File: src/rtl/sram_burst_reader_if.sv
// sram_burst_reader_if: command, SRAM read port and output stream of the
// burst read sequencer, bundled as one interface.
//
// Optional feature macro: SRAM_BURST_READER_STRIDE_EN (adds cmd_stride).
//
// Signals:
//   cmd_valid/cmd_ready        burst command handshake
//   cmd_base [L_ADDR]          first word address
//   cmd_len  [L_LEN]           word count, 0..NB_DATA
//   cmd_stride [L_ADDR]        address step (only with the stride macro)
//   rEn                        SRAM read enable, active-low
//   rAddr [L_ADDR]             SRAM read address
//   rData [L_DATA]             SRAM read data, one cycle after the read edge
//   out_valid/out_ready        output word handshake
//   out_data [L_DATA]          output word
//   out_last                   final word of the burst
//
// Modports:
//   master  the sequencer side
//   slave   the command source / SRAM / consumer side
interface sram_burst_reader_if #(
  parameter int unsigned L_DATA = 16,
  parameter int unsigned L_ADDR = 13,
  parameter int unsigned L_LEN  = 14
) ();

  logic              cmd_valid;
  logic              cmd_ready;
  logic [L_ADDR-1:0] cmd_base;
  logic [L_LEN-1:0]  cmd_len;
`ifdef SRAM_BURST_READER_STRIDE_EN
  logic [L_ADDR-1:0] cmd_stride;
`endif

  logic              rEn;
  logic [L_ADDR-1:0] rAddr;
  logic [L_DATA-1:0] rData;

  logic              out_valid;
  logic              out_ready;
  logic [L_DATA-1:0] out_data;
  logic              out_last;

  modport master (
    input  cmd_valid,
    input  cmd_base,
    input  cmd_len,
`ifdef SRAM_BURST_READER_STRIDE_EN
    input  cmd_stride,
`endif
    output cmd_ready,
    output rEn,
    output rAddr,
    input  rData,
    output out_valid,
    input  out_ready,
    output out_data,
    output out_last
  );

  modport slave (
    output cmd_valid,
    output cmd_base,
    output cmd_len,
`ifdef SRAM_BURST_READER_STRIDE_EN
    output cmd_stride,
`endif
    input  cmd_ready,
    input  rEn,
    input  rAddr,
    output rData,
    input  out_valid,
    output out_ready,
    input  out_data,
    input  out_last
  );

endinterface

File: src/rtl/sram_burst_reader.sv
// sram_burst_reader: read-side sequencer for the banked NB_DATA x L_DATA SRAM
// buffer. Takes a (base, len) burst command, issues one read per cycle on the
// active-low rEn/rAddr port, captures rData one cycle later into a 2-entry
// skid FIFO and streams the words out over valid/ready.
//
// Optional feature macro: SRAM_BURST_READER_STRIDE_EN
//   defined   : cmd_stride is latched with the command; address advances by it
//   undefined : address advances by 1
//
// Ports:
//   clk        clock
//   rst_n      synchronous active-low reset
//   bus        sram_burst_reader_if.master (command, SRAM read port, output)
//   busy       state != IDLE
//   done       one-cycle pulse at burst completion
module sram_burst_reader #(
  parameter int unsigned NB_DATA = 8192,
  parameter int unsigned L_DATA  = 16,
  parameter int unsigned L_ADDR  = 13,
  parameter int unsigned L_LEN   = 14
) (
  input  logic                clk,
  input  logic                rst_n,
  sram_burst_reader_if.master bus,
  output logic                busy,
  output logic                done
);

  localparam int unsigned FIFO_DEPTH = 2;
  localparam int unsigned L_CNT      = 2;
  localparam int unsigned L_OCC      = 3;
  localparam int unsigned L_SUM      = L_ADDR + 1;

  typedef enum logic [1:0] {
    IDLE  = 2'd0,
    RUN   = 2'd1,
    DRAIN = 2'd2,
    DONE  = 2'd3
  } stateT;

  stateT             state;
  stateT             stateNext;

  logic [L_ADDR-1:0] addr;
  logic [L_ADDR-1:0] addrNext;
  logic [L_SUM-1:0]  addrSum;
  logic [L_ADDR-1:0] stride;
  logic [L_LEN-1:0]  remaining;
  logic [L_LEN-1:0]  lenSat;

  logic              inflight;
  logic              inflightLast;

  logic [L_DATA-1:0] fifoData [FIFO_DEPTH];
  logic              fifoLast [FIFO_DEPTH];
  logic              rdPtr;
  logic              wrPtr;
  logic [L_CNT-1:0]  fifoCount;
  logic [L_OCC-1:0]  occupancy;

  logic              accept;
  logic              issue;
  logic              push;
  logic              pop;
  logic              outValid;
  logic              cmdReadyQ;

  // Over-long commands are clamped to a full pass over the buffer.
  assign lenSat = (bus.cmd_len > L_LEN'(NB_DATA)) ? L_LEN'(NB_DATA) : bus.cmd_len;

  // Next address modulo NB_DATA; both operands are < NB_DATA so one
  // conditional subtract is enough.
  assign addrSum  = L_SUM'(addr) + L_SUM'(stride);
  assign addrNext = (addrSum >= L_SUM'(NB_DATA)) ? L_ADDR'(addrSum - L_SUM'(NB_DATA))
                                                 : L_ADDR'(addrSum);

`ifdef SRAM_BURST_READER_STRIDE_EN
  logic [L_ADDR-1:0] strideQ;

  // Stride is held for the whole burst.
  always_ff @(posedge clk) begin
    if (!rst_n) begin
      strideQ <= '0;
    end else if (accept) begin
      strideQ <= bus.cmd_stride;
    end
  end

  assign stride = strideQ;
`else
  assign stride = L_ADDR'(1);
`endif

  // FIFO handshake: a captured word is pushed the cycle after its read edge.
  assign outValid = (fifoCount != '0);
  assign pop      = outValid & bus.out_ready;
  assign push     = inflight;

  // Words owned after this edge: stored + returning - leaving. pop implies a
  // non-empty FIFO, so this never underflows.
  assign occupancy = L_OCC'(fifoCount) + L_OCC'(inflight) - L_OCC'(pop);

  // State register.
  always_ff @(posedge clk) begin
    if (!rst_n) begin
      state <= IDLE;
    end else begin
      state <= stateNext;
    end
  end

  // Next-state and read-issue decode.
  always_comb begin
    stateNext = state;
    accept    = 1'b0;
    issue     = 1'b0;
    unique case (state)
      IDLE: begin
        if (bus.cmd_valid) begin
          accept    = 1'b1;
          stateNext = (bus.cmd_len == '0) ? DONE : RUN;
        end
      end
      RUN: begin
        if (remaining == '0) begin
          stateNext = DRAIN;
        end else begin
          issue = (occupancy < L_OCC'(FIFO_DEPTH));
          if (issue && (remaining == L_LEN'(1))) begin
            stateNext = DRAIN;
          end
        end
      end
      DRAIN: begin
        // Leave once nothing is returning and the FIFO empties at this edge.
        if (!inflight && ((fifoCount == '0) || ((fifoCount == L_CNT'(1)) && pop))) begin
          stateNext = DONE;
        end
      end
      DONE: begin
        stateNext = IDLE;
      end
      default: begin
        stateNext = IDLE;
      end
    endcase
  end

  // SRAM port is driven in the issue cycle so the SRAM samples it this edge.
  assign bus.rEn   = ~issue;
  assign bus.rAddr = issue ? addr : '0;

  // Burst address/count and read-return tracking.
  always_ff @(posedge clk) begin
    if (!rst_n) begin
      addr         <= '0;
      remaining    <= '0;
      inflight     <= 1'b0;
      inflightLast <= 1'b0;
    end else begin
      if (accept) begin
        addr      <= bus.cmd_base;
        remaining <= lenSat;
      end else if (issue) begin
        addr      <= addrNext;
        remaining <= remaining - L_LEN'(1);
      end
      inflight     <= issue;
      inflightLast <= issue && (remaining == L_LEN'(1));
    end
  end

  // Two-entry skid FIFO; the head entry drives the output.
  always_ff @(posedge clk) begin
    if (!rst_n) begin
      for (int unsigned i = 0; i < FIFO_DEPTH; i++) begin
        fifoData[i] <= '0;
        fifoLast[i] <= 1'b0;
      end
      rdPtr     <= 1'b0;
      wrPtr     <= 1'b0;
      fifoCount <= '0;
    end else begin
      if (push) begin
        fifoData[wrPtr] <= bus.rData;
        fifoLast[wrPtr] <= inflightLast;
        wrPtr           <= ~wrPtr;
      end
      if (pop) begin
        rdPtr <= ~rdPtr;
      end
      unique case ({push, pop})
        2'b10:   fifoCount <= fifoCount + L_CNT'(1);
        2'b01:   fifoCount <= fifoCount - L_CNT'(1);
        default: fifoCount <= fifoCount;
      endcase
    end
  end

  // The issue rule must keep the FIFO from ever overflowing.
  always_ff @(posedge clk) begin
    if (rst_n) begin
      assert (!(push && !pop && (fifoCount == L_CNT'(FIFO_DEPTH))));
    end
  end

  // Status flags, registered from the next state.
  always_ff @(posedge clk) begin
    if (!rst_n) begin
      cmdReadyQ <= 1'b1;
      busy      <= 1'b0;
      done      <= 1'b0;
    end else begin
      cmdReadyQ <= (stateNext == IDLE);
      busy      <= (stateNext != IDLE);
      done      <= (stateNext == DONE);
    end
  end

  assign bus.cmd_ready = cmdReadyQ;
  assign bus.out_valid = outValid;
  assign bus.out_data  = fifoData[rdPtr];
  assign bus.out_last  = fifoLast[rdPtr];

endmodule

File: src/flat_wrapper.sv
// flat-port wrapper written by rule: the top's interface ports become plain ports
module sram_burst_reader_flat 
#(
  parameter int unsigned NB_DATA = 8192,
  parameter int unsigned L_DATA  = 16,
  parameter int unsigned L_ADDR  = 13,
  parameter int unsigned L_LEN   = 14
)
  (clk, rst_n, busy, done, bus_cmd_valid, bus_cmd_base, bus_cmd_len, bus_cmd_ready, bus_rEn, bus_rAddr, bus_rData, bus_out_valid, bus_out_ready, bus_out_data, bus_out_last);
  sram_burst_reader_if #(.L_DATA(L_DATA), .L_ADDR(L_ADDR), .L_LEN(L_LEN)) bus_i ();
  input  logic clk;
  input  logic rst_n;
  output logic busy;
  output logic done;
  input wire logic [$bits(bus_i.cmd_valid)-1:0] bus_cmd_valid;
  input wire logic [$bits(bus_i.cmd_base)-1:0] bus_cmd_base;
  input wire logic [$bits(bus_i.cmd_len)-1:0] bus_cmd_len;
  output wire logic [$bits(bus_i.cmd_ready)-1:0] bus_cmd_ready;
  output wire logic [$bits(bus_i.rEn)-1:0] bus_rEn;
  output wire logic [$bits(bus_i.rAddr)-1:0] bus_rAddr;
  input wire logic [$bits(bus_i.rData)-1:0] bus_rData;
  output wire logic [$bits(bus_i.out_valid)-1:0] bus_out_valid;
  input wire logic [$bits(bus_i.out_ready)-1:0] bus_out_ready;
  output wire logic [$bits(bus_i.out_data)-1:0] bus_out_data;
  output wire logic [$bits(bus_i.out_last)-1:0] bus_out_last;
  assign bus_i.cmd_valid = bus_cmd_valid;
  assign bus_i.cmd_base = bus_cmd_base;
  assign bus_i.cmd_len = bus_cmd_len;
  assign bus_cmd_ready = bus_i.cmd_ready;
  assign bus_rEn = bus_i.rEn;
  assign bus_rAddr = bus_i.rAddr;
  assign bus_i.rData = bus_rData;
  assign bus_out_valid = bus_i.out_valid;
  assign bus_i.out_ready = bus_out_ready;
  assign bus_out_data = bus_i.out_data;
  assign bus_out_last = bus_i.out_last;
  sram_burst_reader #(.NB_DATA(NB_DATA), .L_DATA(L_DATA), .L_ADDR(L_ADDR), .L_LEN(L_LEN)) u_core (.clk(clk), .rst_n(rst_n), .bus(bus_i), .busy(busy), .done(done));
endmodule
File: config.mk
export PLATFORM = sky130hd
export DESIGN_NAME = sram_burst_reader_flat
export DESIGN_NICKNAME = d
export VERILOG_FILES = /design/src/rtl/sram_burst_reader_if.sv /design/src/rtl/sram_burst_reader.sv /design/src/flat_wrapper.sv
export SDC_FILE = /design/constraint.sdc
export NUM_CORES = 1
export LEC_CHECK = 0
export CORE_ASPECT_RATIO = 0.8
export CORE_MARGIN = 3
export CORE_UTILIZATION = 46
export CTS_CLUSTER_SIZE = 16
export DETAILED_ROUTE_END_ITERATION = 6
export GPL_ROUTABILITY_DRIVEN = 0
export GPL_TIMING_DRIVEN = 0
export HOLD_SLACK_MARGIN = 0.08
export PLACE_DENSITY = 0.76
export SYNTH_ARGS = -nofsm -noshare
export SYNTH_HDL_FRONTEND = slang
export SYNTH_SLANG_ARGS = --single-unit
File: constraint.sdc
create_clock -name clk -period 2.9 [get_ports clk]
set_input_delay 0.29 -clock clk [delete_from_list [all_inputs] [get_ports clk]]
set_output_delay 0.29 -clock clk [all_outputs]
set_load 0.1 [all_outputs]
==> results of run 1 <==
==> what timing repair did <==
| item | CTS | global route |
|---|---|---|
| endpoints found under the setup margin | 40 | 16 |
| hold endpoints to repair | 0 | 0 |
| gates resized for setup | 174 | 10 |
| setup buffers | 12 | 5 |
| pin swaps | 6 | 2 |
| cloned | 1 | 0 |
==> metrics by stage <==
step | hold slack, ns | instances
finish | 0.477 | 609
detailed placement | 0.474 | 577
global placement | 0.450 | 577
CTS | 0.478 | 604
global route | 0.509 | 609
floorplan | 0.425 | 388
==> flip-flops by register name (all words and copies together), names as in the netlist, named ones only <==
| name | count |
|---|---|
| u_core.fifoLast | 2 |
| u_core.state | 2 |
| u_core.bus.cmd_ready | 1 |
| u_core.inflightLast | 1 |
| u_core.inflight | 1 |
| u_core.fifoData | 32 |
| u_core.done | 1 |
| u_core.fifoCount | 2 |
| u_core.remaining | 14 |
| u_core.addr | 13 |
| u_core.wrPtr | 1 |
| u_core.busy | 1 |
| u_core.rdPtr | 1 |
==> final cells by class <==
type / count / area (µm²) / share of cell area, %
clock inverter: 7 / 61.3 / 1.11
inverter: 9 / 40.0 / 0.728
tap: 108 / 135 / 2.46
multi-input combinational: 281 / 2050 / 37.3
sequential: 73 / 1790 / 32.5
timing repair buffer: 99 / 1100 / 19.9
clock buffer: 9 / 124 / 2.25
buffer: 23 / 205 / 3.73
==> worst paths after layout <==
kind                                    startpoint                     endpoint  slack (ns)  cells past startpoint
hold reg to reg     u_core.inflightLast$_SDFF_PN0_   u_core.fifoLast[1]$_DFF_P_        0.48                      2
setup / recovery  u_core.fifoCount[1]$_SDFFE_PN0N_                 bus_rAddr[5]       -0.13                     11
hold / removal      u_core.inflightLast$_SDFF_PN0_   u_core.fifoLast[1]$_DFF_P_        0.48                      2
setup reg to reg  u_core.fifoCount[1]$_SDFFE_PN0N_  u_core.addr[4]$_SDFFE_PN0P_        0.03                     15
==> per-layer routing <==
metal  vias to the layer above  GRT usage [%]  wire length [µm]
met5                         -              0                 0
met4                         0           8.49               252
met3                        28           7.74              1020
met2                       162           34.5              5080
met1                      1650           32.6              4820
li1                       1651              -                 -
==> synthesized netlist by cell type, types with 4 or more instances <==
cell type / number / area [µm²]
dfxtp_1: 41 / 821
and2_1: 38 / 238
edfxtp_1: 32 / 961
o21ai_0: 28 / 140
nor2_1: 24 / 90.1
mux2_2: 17 / 191
nand2_1: 17 / 63.8
and3_1: 15 / 93.8
clkbuf_1: 15 / 56.3
nand3_1: 14 / 70.1
a21oi_1: 13 / 65.1
nand4_1: 13 / 81.3
inv_1: 9 / 33.8
nor3_1: 7 / 35.0
xor2_1: 7 / 61.3
a211oi_1: 6 / 45.0
nor4_1: 6 / 37.5
a311oi_1: 5 / 43.8
ha_1: 5 / 62.6
xnor2_1: 5 / 43.8
a21boi_0: 4 / 30.0
nand2b_1: 4 / 25.0
nor2b_1: 4 / 25.0
==> worst max-delay path, stage by stage, from the launching register on <==
cell	delay, ns
dfxtp_4	0.36
inv_4	0.04
ha_4	0.15
nand2b_4	0.16
xnor2_4	0.15
nand2_2	0.08
fa_2	0.56
and4b_2	0.24
buf_8	0.13
clkbuf_16	0.14
and3_4	0.20
buf_12	0.17
==> cells by family (layout without fill, tap and decap cells) <==
family                   count (synthesis)  count (layout)  share of synthesized area [%]
flip-flops                              73              73                           46.0
AO/OA/AOI/OAI                           77              77                           12.6
adder cells (fa/ha/maj)                  6               6                           2.13
buffers and inverters                   34             147                           5.43
AND/OR/NAND/NOR                        168             168                           25.9
XOR/XNOR                                12              12                           2.71
multiplexers                            18              18                           5.20
==> flow_metrics.py, run 1 <==
metrics = {
    "outcome": {
        "status": "finished with violations",
        "violations": "DRC, setup timing",
    },
    "place": {
        "post-dp-hpwl_mm": 7.52,
        "place_ws_ns": -1.42,
        "dpl_cell_area_mm2": 0.00492,
        "portBuffers": 81,
    },
    "logic_synthesis": {
        "postSynthRegisterBits": 73,
        "synth-async-reset-ratio_pct": 0,
        "synthDistinctLibCells": 62,
        "synthFlopType": "dfxtp_1",
        "ys_warn_count": 0,
        "syn_area_per_cell_um2": 9.98,
        "synth_nets": 441,
        "syn_inst": 388,
        "seq_area_frac_synth_pct": 46.0,
        "synth_edf_count": 32,
        "synth_area_mm2": 0.00387,
    },
    "clocking": {
        "cts.sinks": 73,
        "max-clock-path-buffers": 2,
        "root_buffer": "clkbuf_8",
        "cts_hold_buf": 0,
        "cts_tree": "built",
        "path_clk_slew_ns": 0.09,
        "htreeDepth": 3,
        "clock_latency_ns": 0.36,
        "cts_made_buffers": 9,
    },
    "die": {
        "rows": 29,
        "fp.dieH_um": 88.1,
        "start_util_pct": 48.1,
        "core_area_mm2": 0.00806,
        "num_io_pins": 82,
        "design.die.area_mm2": 0.00956,
        "die_w_um": 109,
    },
    "job": {
        "maxCapViolCount": 0,
    },
    "detailed_routing": {
        "wl_per_cell_um": 18.3,
        "wirelength_mm": 11.2,
        "drtIter0Drc": 369,
        "via_per_inst": 5.73,
        "drt.antenna.violating_nets": 0,
        "first_pass_iters": 7,
        "vias": 3491,
        "drc": 4,
    },
    "cells_and_area": {
        "area_delta_synth_final_pct": 42.0,
        "final_cell_area_mm2": 0.00550,
        "final_core_util_pct": 68.3,
        "drive_gt1_share_pct": 25.3,
        "final_common_cell": "clkdlybuf4s50_1",
        "antenna_cells": 0,
        "final_cell_mix": "clkdlybuf4s50_1 (57), dfxtp_1 (39), and2_1 (38)",
        "nFillCells": 616,
        "nets": 549,
    },
    "timing": {
        "fin_tns_setup_ns": -1.47,
        "max_freq_mhz": 330,
        "rsz0062_at_grt": "true",
        "slew_headroom_pct": 34.2,
        "hold_viol": 0,
        "period_share_pct": 105,
        "finalSetupViolCount": 14,
        "fin_crit_ns": 3.03,
        "tightest_slew_ns": 0.983,
        "final.setup.worst_slack_ns": -0.133,
        "slew_violations": 0,
        "skew_ns": 0.0142,
    },
    "global_routing": {
        "grt_pass1_vias": 3318,
        "antenna_found_initial": 0,
        "grt_overflow_total": 0,
        "track_usage_pct": 23.6,
        "grt_pass1_wl_mm": 17.1,
        "grt_start_max_net_pins": 17,
    },
    "hold_path": {
        "min_path_type": "reg -> reg",
    },
    "worst_setup_path": {
        "worstPathMaxFanout": 5,
        "crit_required_ns": 2.61,
        "worstPathArrival_ns": 2.74,
        "crit_path_start_kind": "flop",
        "criticalPathCategory": "reg -> out",
        "crit_path_end_kind": "output port",
    },
}
Power of run 1 is not shown: default switching activity piles up to over one toggle a cycle in this logic, so the estimate is an artifact.
==> inputs of run 2 (changes only) <==
--- a/config.mk
+++ b/config.mk
@@ -5,15 +5,18 @@
 export SDC_FILE = /design/constraint.sdc
 export NUM_CORES = 1
 export LEC_CHECK = 0
+export CELL_PAD_IN_SITES_DETAIL_PLACEMENT = 1
+export CELL_PAD_IN_SITES_GLOBAL_PLACEMENT = 1
 export CORE_ASPECT_RATIO = 0.8
 export CORE_MARGIN = 3
-export CORE_UTILIZATION = 46
+export CORE_UTILIZATION = 35
 export CTS_CLUSTER_SIZE = 16
 export DETAILED_ROUTE_END_ITERATION = 6
 export GPL_ROUTABILITY_DRIVEN = 0
 export GPL_TIMING_DRIVEN = 0
 export HOLD_SLACK_MARGIN = 0.08
-export PLACE_DENSITY = 0.76
+export PLACE_DENSITY_LB_ADDON = 0.1
+export SKIP_CTS_REPAIR_TIMING = 1
 export SYNTH_ARGS = -nofsm -noshare
 export SYNTH_HDL_FRONTEND = slang
 export SYNTH_SLANG_ARGS = --single-unit
==> flow_metrics.py, run 2 (same netlist as run 1, synthesis figures left out) <==
metrics = {
    "worst_setup_path": {
        "crit_path_end_kind": "output port",
        "worstPathMaxFanout": 8,
        "r2r_cells": 11,
        "critPathCapture": "bus_rAddr[1]",
        "regToRegSetupSlack_ns": 0.15,
        "crit_path_start_kind": "flop",
        "r2r_end": "u_core.addr[2]$_SDFFE_PN0P_",
        "criticalPathCategory": "reg -> out",
        "worstPathArrival_ns": 2.80,
        "r2r-start": "u_core.fifoCount[1]$_SDFFE_PN0N_",
        "startpoint": "u_core.fifoCount[1]$_SDFFE_PN0N_",
        "crit_required_ns": 2.61,
    },
    "outcome": {
        "violations": "setup timing",
        "status": "finished with violations",
    },
    "cells_and_area": {
        "antenna_cells": 0,
        "final_core_util_pct": 52.7,
        "final_common_cell": "clkdlybuf4s50_1",
        "top_regs": "u_core.fifoData x32, u_core.remaining x14, u_core.addr x13",
        "drive_gt1_share_pct": 24.4,
        "area_delta_synth_final_pct": 43.3,
        "nets": 548,
        "regMostFlops": "u_core.fifoData",
        "final_cell_mix": "clkdlybuf4s50_1 (57), dfxtp_1 (39), and2_1 (38)",
        "largest_reg_flops": 32,
    },
    "timing": {
        "fin_crit_ns": 3.09,
        "hold_viol": 0,
        "skew_ns": 0.00304,
        "tightest_slew_ns": 0.981,
        "slew_violations": 0,
        "max_freq_mhz": 324,
        "rsz0062_at_grt": "true",
        "final.setup.worst_slack_ns": -0.185,
        "finalSetupViolCount": 14,
        "period_share_pct": 106,
        "slew_headroom_pct": 34.4,
    },
    "clocking": {
        "cts.sinks": 73,
        "root_buffer": "clkbuf_16",
        "cts_tree": "built",
        "htreeDepth": 3,
        "clock_latency_ns": 0.34,
        "cts_made_buffers": 9,
        "max-clock-path-buffers": 2,
        "path_clk_slew_ns": 0.06,
    },
    "detailed_routing": {
        "wl_per_cell_um": 18.4,
        "drt.antenna.violating_nets": 0,
        "via_per_inst": 5.27,
        "drc": 0,
        "first_pass_iters": 4,
        "vias": 3372,
        "drtIter0Drc": 191,
        "wirelength_mm": 11.8,
    },
    "die": {
        "design.die.area_mm2": 0.0124,
        "die_w_um": 124,
        "rows": 33,
        "start_util_pct": 36.8,
        "fp.dieH_um": 100,
        "core_area_mm2": 0.0105,
        "num_io_pins": 82,
    },
    "global_routing": {
        "track_usage_pct": 19.2,
        "grt_start_max_net_pins": 17,
        "grt_pass1_wl_mm": 18.3,
        "antenna_found_initial": 0,
        "grt_pass1_vias": 3427,
        "grt_overflow_total": 0,
    },
    "place": {
        "portBuffers": 81,
        "post-dp-hpwl_mm": 8.30,
    },
    "job": {
        "maxCapViolCount": 0,
    },
    "hold_path": {
        "min_path_type": "reg -> reg",
    },
}
==> run 2: worst min-delay path by stage <==
stage	from	cells past startpoint	slack [ns]	end
2_1_floorplan	bus_cmd_len[8]	2	0.42	u_core.remaining[8]$_SDFFE_PN0P_
3_3_place_gp	u_core.inflightLast$_SDFF_PN0_	2	0.45	u_core.fifoLast[1]$_DFF_P_
3_5_place_dp	u_core.fifoLast[1]$_DFF_P_	2	0.48	u_core.fifoLast[1]$_DFF_P_
4_1_cts	u_core.fifoLast[1]$_DFF_P_	2	0.49	u_core.fifoLast[1]$_DFF_P_
5_1_grt	u_core.inflightLast$_SDFF_PN0_	2	0.51	u_core.fifoLast[1]$_DFF_P_
6_report	u_core.fifoLast[1]$_DFF_P_	2	0.49	u_core.fifoLast[1]$_DFF_P_
==> run 2: worst max-delay path, stage by stage, from the launching register on <==
cell,delay (ns)
dfxtp_4,0.36
inv_4,0.04
ha_4,0.15
nand2b_4,0.17
xnor2_4,0.16
nand2_2,0.08
fa_2,0.38
xnor2_4,0.20
and4b_2,0.27
buf_8,0.15
buf_6,0.12
and3_4,0.19
buf_12,0.17
==> run 2: routing by layer <==
layer / GRT usage [%] / part of all wire [%] / up-vias
met4: 4.60 / 0.49 / 0
met2: 31.0 / 48 / 74
met3: 4.28 / 5.0 / 7
met1: 26.4 / 46 / 1653
met5: 0 / 0 / -
li1: - / - / 1638
==> run 2: cell type report <==
cell class                 instances  area [µm²]
sequential                        73        1790
timing repair buffer              98        1020
tap                              140         175
multi-input combinational        281        2040
fill                            1159        4980
clock inverter                     6        60.1
buffer                            23         195
clock buffer                      10         229
inverter                           9        40.0
==> run 2: per-stage QoR <==
step                      hold slack (ns)  TNS, ns  area (µm²)  setup slack (ns)  cells
final                               0.487    -2.19        5550            -0.185    640
after global routing                0.511    -4.01        5550            -0.317    640
after CTS                           0.492   -28.55        5250             -1.59    625
after detailed placement            0.482   -24.85        4960             -1.41    609
after global placement              0.454   -22.82        4960             -1.37    609
after floorplan                     0.425    -2.10        3970            -0.185    388
Power of run 2 is left out for the same reason.
